==> config.mk <==
export PLATFORM = sky130hd
export DESIGN_NAME = tdm_deinterleaver
export DESIGN_NICKNAME = d
export VERILOG_FILES = /design/src/rtl/tdm_pkg.sv /design/src/rtl/sat_counter.sv /design/src/rtl/tdm_deinterleaver.sv
export SDC_FILE = /design/constraint.sdc
export NUM_CORES = 1
export LEC_CHECK = 0
export ABC_AREA = 1
export BUFFER_PORTS_ARGS = -buffer_cell sky130_fd_sc_hd__buf_4
export CAP_MARGIN = 10
export CORE_UTILIZATION = 50
export CTS_CLUSTER_SIZE = 20
export DETAILED_ROUTE_END_ITERATION = 7
export PLACE_DENSITY = 0.76
export REMOVE_ABC_BUFFERS = 1
export SYNTH_ARGS = -nofsm -noshare
export SYNTH_HDL_FRONTEND = slang
export SYNTH_SLANG_ARGS = --single-unit
==> constraint.sdc <==
create_clock -name clk -period 4.08 [get_ports clk]
set_clock_uncertainty 0.15 [all_clocks]
set_input_delay 0.816 -clock clk [delete_from_list [all_inputs] [get_ports clk]]
set_output_delay 0.816 -clock clk [all_outputs]
set_load 0.1 [all_outputs]
==> src/rtl/tdm_pkg.sv <==
// Shared TDM definitions: receive-side state encoding and the default frame geometry
// used by both the TX multiplexer and the RX deinterleaver.
package tdm_pkg;

  typedef enum logic {HUNT, LOCKED} tdm_rx_state_t;

  localparam int TDM_DATA_WIDTH   = 8;
  localparam int TDM_NUM_CHANNELS = 2;

endpackage : tdm_pkg

==> src/rtl/sat_counter.sv <==
// Up-counter that sticks at all-ones instead of wrapping.
module sat_counter #(
  parameter int WIDTH = 8
) (
  input  logic             clk,
  input  logic             rst,
  input  logic             inc,
  output logic [WIDTH-1:0] count
);

  always_ff @(posedge clk) begin
    if (rst) begin
      count <= '0;
    end else if (inc && (count != '1)) begin
      count <= count + WIDTH'(1);
    end
  end

endmodule : sat_counter

==> src/rtl/tdm_deinterleaver.sv <==
// Rebuilds aligned per-channel frames from a round-robin TDM word stream, tracking
// slot-0 alignment and counting framing errors.
module tdm_deinterleaver
  import tdm_pkg::*;
#(
  parameter int DATA_WIDTH    = TDM_DATA_WIDTH,
  parameter int NUM_CHANNELS  = TDM_NUM_CHANNELS,
  parameter int GAP_TIMEOUT   = 16,
  parameter int ERR_CNT_WIDTH = 8
) (
  input  logic                                 clk,
  input  logic                                 rst,
  input  logic                                 din_valid,
  input  logic                                 din_sof,
  input  logic [DATA_WIDTH-1:0]                din_data,
  output logic [NUM_CHANNELS*DATA_WIDTH-1:0]   dout_data,
  output logic                                 dout_valid,
  output logic                                 locked,
  output logic [ERR_CNT_WIDTH-1:0]             err_cnt
);

  localparam int SLOT_W = $clog2(NUM_CHANNELS);
  localparam int GAP_W  = $clog2(GAP_TIMEOUT + 1);

  localparam logic [SLOT_W-1:0] SLOT_LAST = SLOT_W'(NUM_CHANNELS - 1);
  localparam logic [GAP_W-1:0]  GAP_LAST  = GAP_W'(GAP_TIMEOUT - 1);

  tdm_rx_state_t     state_q, state_d;
  logic [SLOT_W-1:0] slot_q, slot_d;
  logic [GAP_W-1:0]  gap_q, gap_d;
  logic              store_en;
  logic [SLOT_W-1:0] store_slot;
  logic              frame_done;
  logic              err_inc;

  // Slots 0..N-2 only; the final slot is taken straight from din_data.
  logic [NUM_CHANNELS-2:0][DATA_WIDTH-1:0] asm_q;

  always_comb begin
    // NOTE: every signal gets a default before any branch so no latch is inferred.
    state_d    = state_q;
    slot_d     = slot_q;
    gap_d      = gap_q;
    store_en   = 1'b0;
    store_slot = slot_q;
    frame_done = 1'b0;
    err_inc    = 1'b0;

    if (din_valid) begin
      gap_d = '0;
      unique case (state_q)
        HUNT: begin
          if (din_sof) begin
            store_en   = 1'b1;
            store_slot = '0;
            slot_d     = SLOT_W'(1);
            state_d    = LOCKED;
          end
        end
        LOCKED: begin
          if (din_sof) begin
            // A sof on slot 0 is normal; anywhere else it restarts the frame.
            err_inc    = (slot_q != '0);
            store_en   = 1'b1;
            store_slot = '0;
            slot_d     = SLOT_W'(1);
          end else if (slot_q == '0) begin
            err_inc = 1'b1;
            state_d = HUNT;
          end else if (slot_q == SLOT_LAST) begin
            frame_done = 1'b1;
            slot_d     = '0;
          end else begin
            store_en = 1'b1;
            slot_d   = slot_q + SLOT_W'(1);
          end
        end
        default: state_d = HUNT;
      endcase
    end else if ((state_q == LOCKED) && (slot_q != '0)) begin
      if (gap_q == GAP_LAST) begin
        err_inc = 1'b1;
        state_d = HUNT;
        slot_d  = '0;
        gap_d   = '0;
      end else begin
        gap_d = gap_q + GAP_W'(1);
      end
    end
  end

  always_ff @(posedge clk) begin
    if (rst) begin
      state_q    <= HUNT;
      slot_q     <= '0;
      gap_q      <= '0;
      dout_data  <= '0;
      dout_valid <= 1'b0;
    end else begin
      state_q    <= state_d;
      slot_q     <= slot_d;
      gap_q      <= gap_d;
      dout_valid <= frame_done;
      if (frame_done) begin
        dout_data <= {din_data, asm_q};
      end
    end
  end

  // NOTE: the assembly buffer is not reset; its contents only reach dout_data after
  // every slot of a frame has been rewritten, so stale words are never visible.
  always_ff @(posedge clk) begin
    for (int i = 0; i < NUM_CHANNELS - 1; i++) begin
      if (store_en && (store_slot == SLOT_W'(i))) begin
        asm_q[i] <= din_data;
      end
    end
  end

  assign locked = (state_q == LOCKED);

  sat_counter #(
    .WIDTH (ERR_CNT_WIDTH)
  ) u_err_cnt (
    .clk   (clk),
    .rst   (rst),
    .inc   (err_inc),
    .count (err_cnt)
  );

endmodule : tdm_deinterleaver
Word-level counts from Yosys, hierarchy flattened

Cells that the tools add are included.

Bits in registers: 40
Input port bits: 12
Output and inout port bits: 26
Word-level logic and storage cells: 45

Add/subtract/negate cells: 2
Equal/unequal tests: 3
Multiplexer cells: 23
Bitwise gates (word level): 2
Reduce and logical (&&, ||, !) cells: 8

Operator list:

| operator                                                               | count |
|---|---|
| 1-bit 2-to-1 mux                                                       | 20 |
| 8-bit by 1-bit adder with 8-bit output (second input constant)         | 1 |
| 8-bit inequality test (second input constant)                          | 1 |
| 5-bit by 1-bit adder with 5-bit output (second input constant)         | 1 |
| 5-bit by 4-bit equality test with 1-bit output (second input constant) | 1 |
| 5-bit 2-to-1 mux                                                       | 1 |
| 1-bit one-hot mux with 2 select lines                                  | 2 |
| 2-bit nonzero test                                                     | 2 |
| 1-bit logical AND                                                      | 3 |
| 3-bit inequality test (second input constant)                          | 1 |
| 3-bit AND reduction                                                    | 1 |
| 1-bit inverter                                                         | 2 |
| 2-bit AND reduction                                                    | 1 |
| 2-bit OR reduction                                                     | 1 |

Depth between registers and ports, before layout

Gate-level depths: netlist (run 1).

Word-level depth: 5
Mapped depth: 9
Gate-level depth less buffers: 9

Cells and area by module

From an unflattened synthesis (run 1), not the netlist that was laid out.

Cell total of the unflattened synthesis: 219
Area, all modules: 1740.4 sq um

Modules (own cells, without submodules):

| module            | times used | cells each | area an instance (sq um) | seq. area each (sq um) |
|---|---|---|---|---|
| tdm_deinterleaver | 1          | 142        | 1256.2                   | 720.7 |
| sat_counter       | 1          | 77         | 484.2                    | 160.2 |

Worst setup path after synthesis (run 1)

OpenSTA, ideal clock, no wires.

Kind: reg2reg
From: register u_err_cnt.count[1]
To: register u_err_cnt.count[5]
Library setup time: 119 ps
Arrival time: 2004 ps
Required time: 3811 ps
Slack: 1807 ps
Stages on the path, launching flop included: 9
Path buffers: 0
Clock period less this slack: 2273 ps
Cell sequence: dfxtp_1 -> ha_1 -> nand2_1 -> nor2_1 -> nand2_1 -> nand2_1 -> inv_1 -> a21oi_1 -> nor2_1

Cells in the longest elaborated chain, start to end: 2
Elaborated cells between the ends (all ways): 3
Classes of those cells: 1 x add/sub; 1 x eq/ne; 1 x reduce/logical

Ends and longest elaborated chain:

| item                                                                                           | line              | RTL |
|---|---|---|
| start, declared                                                                                | sat_counter.sv:8  | `output logic [WIDTH-1:0] count` |
| start signal, assigned                                                                         | sat_counter.sv:15 | `count <= count + WIDTH'(1);` |
| parallel branches: the longest is 2 deep, another holds 8-bit by 1-bit adder with 8-bit output | n/a               |  |

Several ways; the timed one is not identified.
A chain may end at the register's enable or synchronous reset.

Worst setup path in the final report (run 1)

From: register u_err_cnt.count[5]
To: output err_cnt[5]

RTL lines:

| item          | line                    | RTL |
|---|---|---|
| end, declared | tdm_deinterleaver.sv:19 | `output logic [ERR_CNT_WIDTH-1:0] err_cnt` |

No word-level cell between the ends.

==> flow_metrics.tcl, run 1 <==
set metrics [dict create \
    layout.cells.non_filler 300 \
    io_pins 38 \
    drive_gt1_share_pct 19.9 \
    avgSynthCellArea_um2 7.84 \
    num_antenna_cells 0 \
    track_usage_pct 20.6 \
    min_period_ns 2.09 \
    r2r_slack_ns 2.43 \
    die_x_um 60.1 \
    yosysWarnings 0 \
    die_h_um 60.1 \
    routed_wl_um 3240 \
    synthAdderAreaFrac_pct 2.97 \
    postCtsSetupBuffers 0 \
    timing.fmax_mhz 479 \
    via_per_inst 4.76 \
    dp.cells 292 \
    wire_per_inst_um 10.8 \
    htreeDepth 2 \
    cts_tree "yes" \
    drt-initial-drc-count 69 \
    slew_headroom_pct 52.0 \
    ys_types 20 \
    synthMuxAreaShare_pct 0 \
    cp-startpoint "u_err_cnt.count[5]" \
    crit_end "err_cnt[5]" \
    coreArea_um2 3130 \
    fin_area_um2 2100 \
    reg2reg_depth 8 \
    critPathCaptureType "output pin" \
    ys_ff_latch 40 \
    reg2reg_to "u_err_cnt.count[0]" \
    nets 271 \
    clock_latency_ns 0.33 \
    maxCapViolations 0 \
    clockRootBuffer "clkbuf_4" \
    ctsHoldBuffers 0 \
    post-route-period-util_pct 51.2 \
    required_ns 3.11 \
    cts-resized-gates 0 \
    firstDrtPassIters 4 \
    hp-class "register to register" \
    synth-xor-area-share_pct 1.04 \
    setup_violations 0 \
    worst_pin_slew_ns 0.720 \
    rows 20 \
    numClockSinks 40 \
    p_per_area_nw_per_um2 378 \
    cp_num_cells 1 \
    area_growth_pct 24.6 \
    start_util_pct 53.9 \
    crit_family "flip-flops" \
    antenna_found_initial 0 \
    grt-ovfl-total 0 \
    synth_top_family_by_area "simple AND/OR/NAND/NOR gates" \
    grt_max_degree 34 \
    place_area_um2 2010 \
    leakage_nw 0.896 \
    place.port_buffers 37 \
    dieArea_um2 3610 \
    vias 1429 \
    hpwl_um 2330 \
    hold_violations 0 \
    cp_slowest_cell "dfxtp_1" \
    netlist_area_um2 1690 \
    grt_pass1_wl_um 5500 \
    routabilityCongestion 0.787 \
    clk_pin_slew_ns 0.12 \
    r2r-start "u_err_cnt.count[0]" \
    ys_seq_area_share_pct 52.2 \
    path_class "register to output pin" \
    cts_max_path_buffers 2 \
    synthSimpleGateAreaFrac_pct 20.1 \
    synth-compound-area-share_pct 13.6 \
    status "finished clean" \
    final-max-slew-violation-count 0 \
    slowest_delay_ns 0.46 \
    numCtsBuffers 5 \
    worst_ep_arrival_time_ns 1.12 \
    vdd_drop_max_mv 0.245 \
    synth_cells 215 \
    grt_pass1_vias 1307 \
    final.setup.tns_ns 0 \
    rsz0062_at_grt "no" \
    path_buf_inv 1 \
    critPathLaunchType "register" \
    path_cells "buf_4" \
    cp_max_fo 7 \
    ant_nets 0 \
    drc 0 \
]
-- worst min-delay path by stage --
| stage | start | endpoint | slack, ns | cells past startpoint |
|---|---|---|---|---|
| 2_1_floorplan | gap_q[4] | gap_q[4] | 0.29 | 2 |
| 3_3_place_gp | dout_data[5] | dout_data[5] | 0.29 | 2 |
| 3_5_place_dp | dout_data[11] | dout_data[11] | 0.29 | 2 |
| 4_1_cts | dout_data[11] | dout_data[11] | 0.31 | 2 |
| 5_1_grt | dout_data[11] | dout_data[11] | 0.32 | 2 |
| 6_report | dout_data[11] | dout_data[11] | 0.31 | 2 |
-- synthesized netlist by cell type --
master / instances / area, um^2
nand2_1: 34 / 128
nand3_1: 16 / 80.1
nand2_2: 2 / 12.5
clkbuf_1: 4 / 15.0
a21oi_1: 23 / 115
inv_2: 1 / 3.75
inv_1: 39 / 146
edfxtp_1: 8 / 240
a311oi_1: 1 / 8.76
o21ai_0: 20 / 100
xor2_1: 1 / 8.76
nand4_1: 1 / 6.26
o21ai_1: 1 / 5.00
xnor2_1: 1 / 8.76
nor3_1: 2 / 10.0
ha_1: 4 / 50.1
nand3_2: 2 / 20.0
dfxtp_1: 32 / 641
buf_2: 1 / 5.00
nor2_1: 22 / 82.6
-- final cells by class --
class / count / area (um^2)
inverters: 40 / 150
multi-input cells: 130 / 636
fillers: 277 / 1030
flip-flops and latches: 40 / 881
well taps: 44 / 55.1
clock buffers: 7 / 65.1
clock inverters: 1 / 30.0
repair buffers: 38 / 285
-- metrics by stage --
step	setup slack [ns]	total power [W]	hold WS [ns]	utilization [%]
final	1.99	0.000794	0.306	67.2
after global routing	1.91	0.000829	0.324	67.2
after CTS	1.99	0.000800	0.307	67.2
after detailed placement	1.90	0.000518	0.290	64.2
after global placement	1.93	0.000516	0.286	64.2
after floorplan	1.57	0.000492	0.286	-
-- sequential cells by signal, summed over array words and instances, names as in the netlist --
name,count
slot_q,1
dout_valid,1
u_err_cnt.count,8
locked,1
dout_data,16
asm_q,8
gap_q,5
-- kinds of logic (layout without fill, tap and decap cells) --
group	count (synthesis)	after routing
adders and majority gates	4	4
and+or+nand+nor	79	79
xor gates and xnor gates	2	2
AOI/OAI and AO/OA	45	45
buffers and inverters	45	86
DFF	40	40
-- metal layers --
| metal | global-route usage (%) | part of all wire [%] |
|---|---|---|
| met5 | 0 | 0 |
| met4 | 6.98 | 1.1 |
| met3 | 4.55 | 3.7 |
| met2 | 35.6 | 47 |
| met1 | 25.2 | 48 |
-- report_power, final --
part | internal [W] | switching (W) | leakage [nW]
sequential | 0.000414 | 0.00000725 | 0.334
clock | 0.000163 | 0.000123 | 0.0515
combinational | 0.0000236 | 0.0000631 | 0.510
-- placed cells by master (no fill, tap or decap) --
cell,n
nand3_2,2
buf_4,38
o21ai_1,1
o21ai_0,20
a21oi_1,23
a311oi_1,1
xor2_1,1
edfxtp_1,8
ha_1,4
nor3_1,2
bufinv_16,1
nand2_1,34
xnor2_1,1
nor2_1,22
clkbuf_8,2
clkbuf_4,5
nand4_1,1
nand3_1,16
dfxtp_1,32
inv_1,39
nand2_2,2
inv_2,1
No activity file was read; power rests on OpenSTA's default activity.
==> run 2: changes to the inputs <==
==> constraint.sdc (replaced) <==
create_clock -name clk -period 1.95 [get_ports clk]
set_clock_uncertainty 0.15 [all_clocks]
set_input_delay 0.39 -clock clk [delete_from_list [all_inputs] [get_ports clk]]
set_output_delay 0.39 -clock clk [all_outputs]
set_load 0.1 [all_outputs]
==> flow_metrics.tcl, run 2 (synthesis gave the netlist of run 1 again) <==
set metrics [dict create \
    pwr-share-clk_pct 26.1 \
    critPathLaunchType "register" \
    wire_per_inst_um 10.4 \
    nFillCells 282 \
    track_usage_pct 19.3 \
    antenna_found_initial 0 \
    post-route-period-util_pct 84.5 \
    die_x_um 60.1 \
    clk_pin_slew_ns 0.11 \
    multi_input_area_um2 636 \
    status "finished clean" \
    final.setup.tns_ns 0 \
    grt_max_degree 34 \
    num_antenna_cells 0 \
    area_growth_pct 23.6 \
    path_class "register to output pin" \
    hold_violations 0 \
    start_util_pct 53.9 \
    firstDrtPassIters 4 \
    dieArea_um2 3610 \
    drt-initial-drc-count 88 \
    grt_pass1_vias 1225 \
    p_per_area_nw_per_um2 693 \
    drc 0 \
    p_sw_w 0.000384 \
    cts-resized-gates 0 \
    p_int_w 0.00106 \
    clock_latency_ns 0.32 \
    top_regs "dout_data x16, asm_q x8, u_err_cnt.count x8" \
    place.port_buffers 37 \
    pwr-share-comb_pct 12.8 \
    largest_reg_flops 16 \
    reg2reg_depth 8 \
    power.share.switching_pct 26.6 \
    whs_path_depth 2 \
    power_frac_seq_pct 61.1 \
    vdd_drop_max_mv 0.494 \
    die_h_um 60.1 \
    min_period_ns 1.65 \
    reg2reg_to "u_err_cnt.count[1]" \
    cts_max_path_buffers 2 \
    rsz0062_at_grt "no" \
    ant_nets 0 \
    path_cells "buf_4" \
    most-common-layout-cells "inv_1 (39), buf_4 (39), nand2_1 (34)" \
    grt_pass1_wl_um 5140 \
    holdPathEnd "slot_q" \
    worst_ep_arrival_time_ns 1.11 \
    r2r_slack_ns 0.34 \
    numClockSinks 40 \
    clockRootBuffer "clkbuf_4" \
    nets 273 \
    r2r-start "u_err_cnt.count[1]" \
    via_per_inst 4.85 \
    timing.fmax_mhz 607 \
    leakage_nw 0.890 \
    path_buf_inv 1 \
    final-max-slew-violation-count 0 \
    crit_family "flip-flops" \
    cp_max_fo 7 \
    seq_area_um2 881 \
    hpwl_um 2260 \
    routabilityCongestion 0.825 \
    io_pins 38 \
    drive_gt1_share_pct 19.8 \
    coreArea_um2 3130 \
    critPathCaptureType "output pin" \
    grt-ovfl-total 0 \
    hp-class "input pin to register" \
    slowest_delay_ns 0.45 \
    htreeDepth 2 \
    cp_slowest_cell "dfxtp_1" \
    numCtsBuffers 5 \
    setup_violations 0 \
    postCtsSetupBuffers 0 \
    worst_pin_slew_ns 0.381 \
    top_register "dout_data" \
    maxCapViolations 0 \
    rows 20 \
    power_w 0.00144 \
    cts_tree "yes" \
    required_ns 1.41 \
    slew_headroom_pct 74.6 \
    vias 1466 \
    hp-start "rst" \
    ctsHoldBuffers 0 \
    routed_wl_um 3140 \
]
## run 2: changes by cell type in the layout (fill, tap and decap cells not counted)
cell / change
bufinv_16: -1
clkbuf_1: +2
clkinv_2: +1
clkbuf_8: -2
buf_12: +1
buf_4: +1
## run 2: layout make-up
cell class	instances	area share [%]
well taps	44	2.64
repair buffers	40	15.0
inverters	40	7.20
clock inverters	1	0.240
clock buffers	7	2.16
flip-flops and latches	40	42.3
multi-input cells	130	30.5
## run 2: routing by layer
metal / vias up / global-route usage [%] / share of wire (%)
li1: 772 / - / -
met1: 658 / 25.5 / 48
met2: 34 / 30.3 / 46
met3: 2 / 4.98 / 4.6
met4: 0 / 6.98 / 0.64
met5: - / 0 / 0
## run 2: power groups by stage
| stage | Sequential [W] | Clock (W) | Combinational, W |
|---|---|---|---|
| 2_1_floorplan | 0.000973 | 0 | 0.0000568 |
| 3_3_place_gp | 0.000901 | 0 | 0.000183 |
| 3_5_place_dp | 0.000901 | 0 | 0.000185 |
| 4_1_cts | 0.000882 | 0.000396 | 0.000186 |
| 5_1_grt | 0.000886 | 0.000436 | 0.000200 |
| 6_report | 0.000882 | 0.000377 | 0.000185 |
## run 2: worst max path at each step
stage	start	endpoint	cells past startpoint
final	u_err_cnt.count[5]	err_cnt[5]	1
after global routing	u_err_cnt.count[0]	u_err_cnt.count[1]	8
after CTS	u_err_cnt.count[5]	err_cnt[5]	1
after detailed placement	din_sof	u_err_cnt.count[7]	7
after global placement	din_sof	u_err_cnt.count[3]	9
after floorplan	locked	dout_data[0]	3
## run 2: metrics by stage
stage                     cells  worst slack, ns  utilization (%)  hold slack (ns)  instance area [um^2]
after CTS                   302            0.287             66.6           0.0682                  2080
after global routing        302            0.157             66.6           0.0540                  2080
after detailed placement    294            0.246             65.0            0.286                  2030
after floorplan             210           -0.564                -            0.286                  1670
after global placement      294            0.301             65.0            0.282                  2030
final                       302            0.302             66.6           0.0850                  2080
==> run 3: changes to the inputs <==
--- a/config.mk
+++ b/config.mk
@@ -8,10 +8,10 @@
 export ABC_AREA = 1
 export BUFFER_PORTS_ARGS = -buffer_cell sky130_fd_sc_hd__buf_4
 export CAP_MARGIN = 10
-export CORE_UTILIZATION = 50
+export CORE_UTILIZATION = 47
 export CTS_CLUSTER_SIZE = 20
 export DETAILED_ROUTE_END_ITERATION = 7
-export PLACE_DENSITY = 0.76
+export PLACE_DENSITY = 0.75
 export REMOVE_ABC_BUFFERS = 1
 export SYNTH_ARGS = -nofsm -noshare
 export SYNTH_HDL_FRONTEND = slang
==> constraint.sdc (replaced) <==
create_clock -name clk -period 1.45 [get_ports clk]
set_clock_uncertainty 0.15 [all_clocks]
set_input_delay 0.29 -clock clk [delete_from_list [all_inputs] [get_ports clk]]
set_output_delay 0.29 -clock clk [all_outputs]
set_load 0.1 [all_outputs]
==> flow_metrics.tcl, run 3 (synthesis gave the netlist of run 1 again) <==
set metrics [dict create \
    top_regs "dout_data x16, asm_q x8, u_err_cnt.count x8" \
    whs_path_depth 3 \
    crit_family "flip-flops" \
    dieArea_um2 3830 \
    grt_pass1_vias 1423 \
    post-route-period-util_pct 102 \
    reg2reg_to "dout_data[0]" \
    clk_pin_slew_ns 0.12 \
    cp_max_fo 8 \
    timing.fmax_mhz 677 \
    vdd_drop_max_mv 0.702 \
    place.port_buffers 37 \
    reg2reg_depth 6 \
    wire_per_inst_um 14.6 \
    path_cells "buf_4 > ha_4 > nand3_4 > clkbuf_16 > o21ai_0 > a21oi_1" \
    critPathLaunchType "register" \
    path_buf_inv 2 \
    rows 21 \
    maxCapViolations 0 \
    final_util_pct 82.2 \
    grt_max_degree 34 \
    firstDrtPassIters 4 \
    power_w 0.00230 \
    die_x_um 61.9 \
    slowest_delay_ns 0.36 \
    cp_slowest_cell "dfxtp_2" \
    coreArea_um2 3390 \
    final_common_cell "inv_1" \
    routed_wl_um 4960 \
    r2r_slack_ns -0.03 \
    io_pins 38 \
    cts_tree "yes" \
    vias 1694 \
    required_ns 1.55 \
    clockRootBuffer "clkbuf_4" \
    worst_ep_arrival_time_ns 1.58 \
    ant_nets 0 \
    cts_max_path_buffers 2 \
    dpl_worst_slack_ns -0.150 \
    leakage_nw 1.14 \
    slew_headroom_pct 75.0 \
    holdPathEnd "slot_q" \
    nets 308 \
    numClockSinks 40 \
    start_util_pct 49.8 \
    area_growth_pct 65.1 \
    hp-start "din_sof" \
    routabilityCongestion 0.790 \
    critPathCaptureType "register" \
    top_register "dout_data" \
    htreeDepth 2 \
    drt-initial-drc-count 80 \
    largest_reg_flops 16 \
    most-common-layout-cells "inv_1 (38), buf_4 (34), nand2_1 (29)" \
    via_per_inst 5.00 \
    drc 0 \
    num_antenna_cells 0 \
    place_area_um2 2170 \
    clock_latency_ns 0.35 \
    wl_met2_um 2560 \
    status "complete, but fails checks" \
    path_class "register to register" \
    numCtsBuffers 5 \
    r2r-start "slot_q" \
    hpwl_um 2510 \
    grt_pass1_wl_um 6190 \
    grt-ovfl-total 0 \
    die_h_um 61.9 \
    final.setup.worst_slack_ns -0.0269 \
    holdWs_ns 0.0643 \
    dr_wl_met3_um 230 \
    final-max-slew-violation-count 0 \
    fin_area_um2 2790 \
    track_usage_pct 23.0 \
    worst_pin_slew_ns 0.374 \
    hp-class "input pin to register" \
    antenna_found_initial 0 \
    wl_met1_um 2070 \
    highest_layer "met4" \
    min_period_ns 1.48 \
    violations "setup timing" \
    hold_violations 0 \
    p_per_area_nw_per_um2 828 \
    rsz0062_at_grt "yes" \
    drive_gt1_share_pct 38.2 \
    setup_violations 9 \
]
## run 3: cell types whose count changed in the layout (fill, tap and decap cells not counted), sizes merged
| cell | previous run | this run |
|---|---|---|
| buf | 40 | 64 |
| dlygate4sd3 | 0 | 9 |
| clkbuf | 7 | 8 |
| bufinv | 0 | 1 |
## run 3: power by group
part           total (W)  leakage (nW)  switching, W  internal (W)
Combinational   0.000372         0.758      0.000223      0.000149
Clock           0.000741        0.0422      0.000379      0.000362
Sequential       0.00119         0.339     0.0000246       0.00117
Total            0.00230          1.14      0.000627       0.00168
## run 3: worst max-delay path by stage
stage / slack [ns] / cells after the start / from / endpoint
finish: -0.03 / 6 / slot_q / dout_data[0]
global route: -0.1 / 8 / gap_q[1] / u_err_cnt.count[2]
CTS: -0.01 / 1 / u_err_cnt.count[2] / err_cnt[2]
detailed placement: -0.15 / 7 / din_sof / u_err_cnt.count[7]
global placement: -0.11 / 9 / din_sof / u_err_cnt.count[5]
floorplan: -1.06 / 3 / locked / dout_data[0]
## run 3: worst reg2reg max path, cell delays in order, from the launching register on
cell and delay, ns:
dfxtp_2 0.36, buf_4 0.13, ha_4 0.14, nand3_4 0.14, clkbuf_16 0.20, o21ai_0 0.19
a21oi_1 0.07
## run 3: layout make-up
type / instances / area, um^2
repair buffers: 75 / 813
multi-input cells: 130 / 788
clock buffers: 6 / 41.3
well taps: 46 / 57.6
flip-flops and latches: 40 / 897
fillers: 178 / 604
inverters: 40 / 153
clock inverters: 2 / 35.0
## run 3: stage by stage
step / setup TNS (ns) / std cells
2_1_floorplan: -25.97 / 210
3_3_place_gp: -0.841 / 314
3_5_place_dp: -1.05 / 314
4_1_cts: -0.0148 / 331
5_1_grt: -1.14 / 339
6_report: -0.111 / 339
## run 3: timing repair
action / 4_1_cts / 5_1_grt
endpoints found under the setup margin: 21 / 46
hold endpoints to repair: 10 / 0
setup buffers: 0 / 6
hold buffers: 9 / 0
cloned: 0 / 2
pin swaps: 3 / 9
gates resized for setup: 46 / 54
## run 3: metal layers
layer,vias up,track usage (%)
met1,781,28.3
met5,-,0
met4,0,10.5
met3,12,7.04
li1,840,-
met2,61,37.0
